**src/rtl/step_counter_pkg.sv**
```systemverilog
// Shared types and constants for the step_counter sequence generator.
package step_counter_pkg;

  typedef enum logic {
    RUN  = 1'b0,
    HALT = 1'b1
  } sc_state_t;

  localparam logic DIR_UP = 1'b0;
  localparam logic DIR_DN = 1'b1;

endpackage : step_counter_pkg

```
**src/rtl/step_counter_step_next.sv**
```systemverilog
// Combinational next-value function: modulo-MOD add/subtract of a step,
// with wrap detection and step legality check.
module step_next
  import step_counter_pkg::*;
#(
  parameter int N   = 8,
  parameter int MOD = 200
) (
  input  logic [N-1:0] cnt,
  input  logic [N-1:0] step,
  input  logic         dir,
  output logic [N-1:0] nx,
  output logic         wrap,
  output logic         step_bad
);

  // One extra bit so cnt+step and cnt+MOD never overflow before the modulus test.
  localparam logic [N:0] MOD_W = (N+1)'(MOD);

  logic [N:0] cnt_w;
  logic [N:0] step_w;
  logic [N:0] sum_w;
  logic [N:0] res_w;

  assign cnt_w  = {1'b0, cnt};
  assign step_w = {1'b0, step};

  // Wrapped next value and wrap flag for the selected direction.
  always_comb begin
    sum_w    = cnt_w + step_w;
    res_w    = cnt_w;
    wrap     = 1'b0;
    step_bad = (step_w >= MOD_W);
    case (dir)
      DIR_UP: begin
        if (sum_w >= MOD_W) begin
          res_w = sum_w - MOD_W;
          wrap  = 1'b1;
        end else begin
          res_w = sum_w;
          wrap  = 1'b0;
        end
      end
      DIR_DN: begin
        if (cnt_w >= step_w) begin
          res_w = cnt_w - step_w;
          wrap  = 1'b0;
        end else begin
          res_w = cnt_w + MOD_W - step_w;
          wrap  = 1'b1;
        end
      end
      default: begin
        res_w = cnt_w;
        wrap  = 1'b0;
      end
    endcase
    nx = res_w[N-1:0];
  end

endmodule : step_next

```
**src/rtl/step_counter.sv**
```systemverilog
// Modulo-MOD step counter: run-time step, up/down, load, one-shot halt,
// terminal-count pulse and sticky illegal-input flag.
module step_counter
  import step_counter_pkg::*;
#(
  parameter int N        = 8,
  parameter int MOD      = 200,
  parameter int DEF_STEP = 1
) (
  input  logic         clk,
  input  logic         reset,
  input  logic         en,
  input  logic         load,
  input  logic [N-1:0] load_val,
  input  logic [N-1:0] step,
  input  logic         dir,
  input  logic         oneshot,
  output logic [N-1:0] cnt,
  output logic         tc,
  output logic         done,
  output logic         err
);

  localparam logic [N:0] MOD_W = (N+1)'(MOD);

  if ((MOD < 2) || (MOD > (2**N)) || (DEF_STEP < 0) || (DEF_STEP >= MOD)) begin : g_param_check
    $error("step_counter: illegal parameter set");
  end

  sc_state_t   state_q, state_d;
  logic [N-1:0] cnt_q, cnt_d;
  logic         tc_q, tc_d;
  logic         done_q, done_d;
  logic         err_q, err_d;

  logic [N-1:0] nx_s;
  logic         wrap_s;
  logic         step_bad_s;
  logic         load_ok_s;
  logic         cnt_ok_s;

  step_next #(
    .N   (N),
    .MOD (MOD)
  ) u_step_next (
    .cnt      (cnt_q),
    .step     (step),
    .dir      (dir),
    .nx       (nx_s),
    .wrap     (wrap_s),
    .step_bad (step_bad_s)
  );

  assign load_ok_s = ({1'b0, load_val} < MOD_W);
  assign cnt_ok_s  = ({1'b0, cnt_q} < MOD_W);

  // Next-state logic: load > step error > advance > hold.
  always_comb begin
    state_d = state_q;
    cnt_d   = cnt_ok_s ? cnt_q : '0;
    tc_d    = 1'b0;
    done_d  = done_q;
    err_d   = err_q;
    if (load) begin
      cnt_d   = load_ok_s ? load_val : '0;
      err_d   = ~load_ok_s;
      done_d  = 1'b0;
      state_d = RUN;
    end else if (en && step_bad_s) begin
      err_d = 1'b1;
    end else if (en) begin
      case (state_q)
        RUN: begin
          cnt_d = nx_s;
          tc_d  = wrap_s;
          if (wrap_s && oneshot) begin
            state_d = HALT;
            done_d  = 1'b1;
          end else begin
            state_d = RUN;
            done_d  = 1'b0;
          end
        end
        HALT: begin
          state_d = HALT;
          done_d  = 1'b1;
        end
        default: begin
          state_d = RUN;
          cnt_d   = '0;
          done_d  = 1'b0;
        end
      endcase
    end else begin
      tc_d = 1'b0;
    end
  end

  // State register with synchronous reset.
  always_ff @(posedge clk) begin
    if (reset) begin
      state_q <= RUN;
      cnt_q   <= '0;
      tc_q    <= 1'b0;
      done_q  <= 1'b0;
      err_q   <= 1'b0;
    end else begin
      state_q <= state_d;
      cnt_q   <= cnt_d;
      tc_q    <= tc_d;
      done_q  <= done_d;
      err_q   <= err_d;
    end
  end

  assign cnt  = cnt_q;
  assign tc   = tc_q;
  assign done = done_q;
  assign err  = err_q;

endmodule : step_counter

```
**config.mk**
```make
export PLATFORM = sky130hd
export DESIGN_NAME = step_counter
export DESIGN_NICKNAME = d
export VERILOG_FILES = /design/src/rtl/step_counter_pkg.sv /design/src/rtl/step_counter_step_next.sv /design/src/rtl/step_counter.sv
export SDC_FILE = /design/constraint.sdc
export NUM_CORES = 1
export LEC_CHECK = 0
export CAP_MARGIN = 10
export CORE_AREA = 3 3 77 79
export CTS_CLUSTER_DIAMETER = 50
export CTS_CLUSTER_SIZE = 16
export DETAILED_ROUTE_END_ITERATION = 7
export DIE_AREA = 0 0 80 82
export SLEW_MARGIN = 20
export SYNTH_ARGS = -nofsm -noshare
export SYNTH_HDL_FRONTEND = slang
export SYNTH_SLANG_ARGS = --single-unit
```
**constraint.sdc**
```tcl
create_clock -name clk -period 3.52 [get_ports clk]
set_input_delay 0.704 -clock clk [delete_from_list [all_inputs] [get_ports clk]]
set_output_delay 0.704 -clock clk [all_outputs]
set_load 0.05 [all_outputs]
```
==> metrics <==
vias in the first global route=2,075; Cell Rows=27; worst path cell trace=clkdlybuf4s50_1 -> ha_1 -> inv_1 -> fa_1 -> or2_4 -> a211o_1 -> a211oi_2 -> a311oi_1 -> a41o_1 -> a31oi_1 -> o21ai_1; mean post-synth cell area=7.804 µm²; Critical Path RT=3650 ps; clock latency on the worst-skew pair=around 240 ps; Slowest-stage cell, CP=clkdlybuf4s50_1; Antenna Nets Post-Route=0; total number of vias=2,163; sequential power share=about 14%; beginning of the worst register-to-register path=cnt[2]$_SDFF_PP0_; hold_buf cts=0; first-pass GRT wire length=9956 µm; dpl hpwl=5094 µm; maximum VDD drop=186.7 µV; leakage dissipation=1.149 nW; Clock transition at path regs=60 ps; initial antenna violation count=0; Net Sw Frac=50.97%; fin crit share=92.29%; share of layout cells above drive strength 1=between 10% and 20%; CTS tree=yes; Crit path largest cell delay=roughly 490 ps; sequential fraction of the synthesis area=between 10% and 20%; Die Area=6560 µm²; Clock Sink Count=11; H-tree depth=1; drt first pass iters=4; CTS Buf Count=3; Area Growth Syn to Fin=26.60%; Initial Utilization=38.98%; status=complete, no violations; Netlist cell types=66; max frequency=307.8 MHz; Main synth FF type=dfxtp_1; Worst setup SP type=input pin; Tot GR Track Use=19.24%; Netlist Area Pre-Place=2107 µm²; max-slew violations=0; 1st-iter DRT viols=119; crit-path max FO=6; crit end category=flop; P_int=0.0006378 W; Seq cells post-synth=11; DRC violations left=0; fill cell count=~550; WP buf/inv=2; Power Density=487.7 nW/µm²; gr ovfl total=0; Antenna diodes=0; CP arrival=3380 ps; worst setup path start=step[0]; average wire per standard cell=15.94 µm; Setup Buffers After CTS=0; Mapped Nets=about 320; setup TNS=0 ps; RD Place Congestion=between 0.8 and 0.9; io pins=33; Hold Path Origin=err$_SDFFE_PP0P_; Final Skew=2.252 ps; largest net degree at the start of global routing=12; synthesis warning total=0; RSZ-0062 raised after global routing=false; kind of critical path=in -> reg; Core ar.=5405 µm²; final count of hold timing violations=0; Slew HR=56.39%; NumNets Final=between 300 and 400; dpl ws=21.05 ps; Post-synth EDFFs=0; Synth async-reset ratio=0%; Final setup viols=0; clock root buffer=clkbuf_8; Post-Syn Instances=270; Clock power frac=10.5%; final wirelength=6232 µm; Die Y=slightly above 80 µm; drt via density=5.532; final non-filler cell total=roughly 390; Worst-Margin Slew=between 600 and 700 ps; Max clock buf depth=2; Comb pwr share=75.6%; PortBufs=32; PostCTS Resize Cnt=0; highest-count cells in the layout ignoring fill and taps=inv_1 (32), clkdlybuf4s50_1 (32), ha_1 (24), nor2_1 (22), buf_4 (20); final worst setup slack=about 270 ps; max cap viols=0; die width=80 µm; HP Class=reg -> reg; minimum clock period=3249 ps; CP top delay family=compound AO/OA/AOI/OAI gates; switching pwr=0.0006630 W; DP Cell Count=387
## cells in the mapped netlist (3+ instances only)
library cell  count  area share, %
ha_1             24             14
xor2_1            3            1.2
mux2i_1           3            1.4
dfxtp_1          11             10
o21bai_1          3            1.1
o211ai_1          4            1.4
o21ai_0          11            2.6
inv_1            32            5.7
a211o_1           3            1.2
nor2_1           22            3.9
nand2b_1          5            1.5
nor3_1            9            2.1
nand2_1          16            2.9
nand3_1          15            3.6
and3_1            5            1.5
a21oi_1          10            2.4
a22oi_1           4            1.4
buf_2             3           0.71
nor2b_1           4            1.2
o31ai_1           3            1.1
a22o_1            3            1.2
nor3b_1           3            1.1
xnor2_1           4            1.7
nand4_1           3           0.89
fa_1              7            6.7
nand3b_1          3            1.1
o21ai_1           4           0.95
## power groups by stage
stage / clock, W / combinational, W / sequential, W
after detailed placement: 0 / 0.000970 / 0.000184
after CTS: 0.000138 / 0.000976 / 0.000182
final: 0.000136 / 0.000983 / 0.000182
after global routing: 0.000144 / 0.00107 / 0.000183
after global placement: 0 / 0.000967 / 0.000184
after floorplan: 0 / 0.000626 / 0.000235
## stage by stage
step | total power (W) | utilization (%) | cell area (µm²) | hold slack [ps]
2_1_floorplan | 0.0008604 | - | 2107 | 776.4
3_3_place_gp | 0.001151 | 48.52 | 2623 | 496.0
3_5_place_dp | 0.001154 | 48.52 | 2623 | 501.0
4_1_cts | 0.001295 | 49.35 | 2668 | 510.6
5_1_grt | 0.001396 | 49.35 | 2668 | 556.6
6_report | 0.001301 | 49.35 | 2668 | 511.3
## cell families after synthesis
| group | synth area share, % |
|---|---|
| xor+xnor | 5.226 |
| buf+inv | 7.839 |
| compound gates | 27.67 |
| mux | 1.960 |
| fa+ha+maj | 20.90 |
| flops | 10.45 |
| simple gates | 25.95 |
## worst reg2reg max path, stage by stage, from the launching register on
cell	delay, ps
dfxtp_1	440
ha_1	230
inv_1	60
fa_1	400
and2_1	180
a221oi_1	300
o22ai_1	260
nand3_1	140
o21ai_1	100
a221oi_1	340
o211ai_1	140
## final cells by class
cell class / count / area [µm²] / area share, %
Sequential cell: 11 / 220.2 / 8.255
Inverter: 32 / 120.1 / 4.503
Tap cell: 72 / 90.09 / 3.377
Multi-Input combinational cell: 220 / 1722 / 64.54
Timing Repair Buffer: 52 / 470.5 / 17.64
Clock buffer: 4 / 45.04 / 1.689
## worst paths after layout
check	endpoint	slack, ps	cells after the start
worst max-delay path	cnt[6]$_SDFF_PP0_	270	11
worst min-delay path	err$_SDFFE_PP0P_	510	2
worst max register to register	cnt[3]$_SDFF_PP0_	790	10
worst min register to register	err$_SDFFE_PP0P_	510	2
## registers in the layout, indices dropped and copies added (netlist names)
register / flops
cnt: 8
done: 1
err: 1
tc: 1
## per-layer routing
layer  vias to the layer above  global-route usage, %  share of wire (%)
met5                         -                      0                  0
met3                         8                  2.193                2.8
met2                        44                  32.95                 47
met1                      1033                  26.48                 49
met4                         0                  2.872               0.91
li1                       1078                      -                  -
Note: power is estimated with default switching activity, not from simulation.
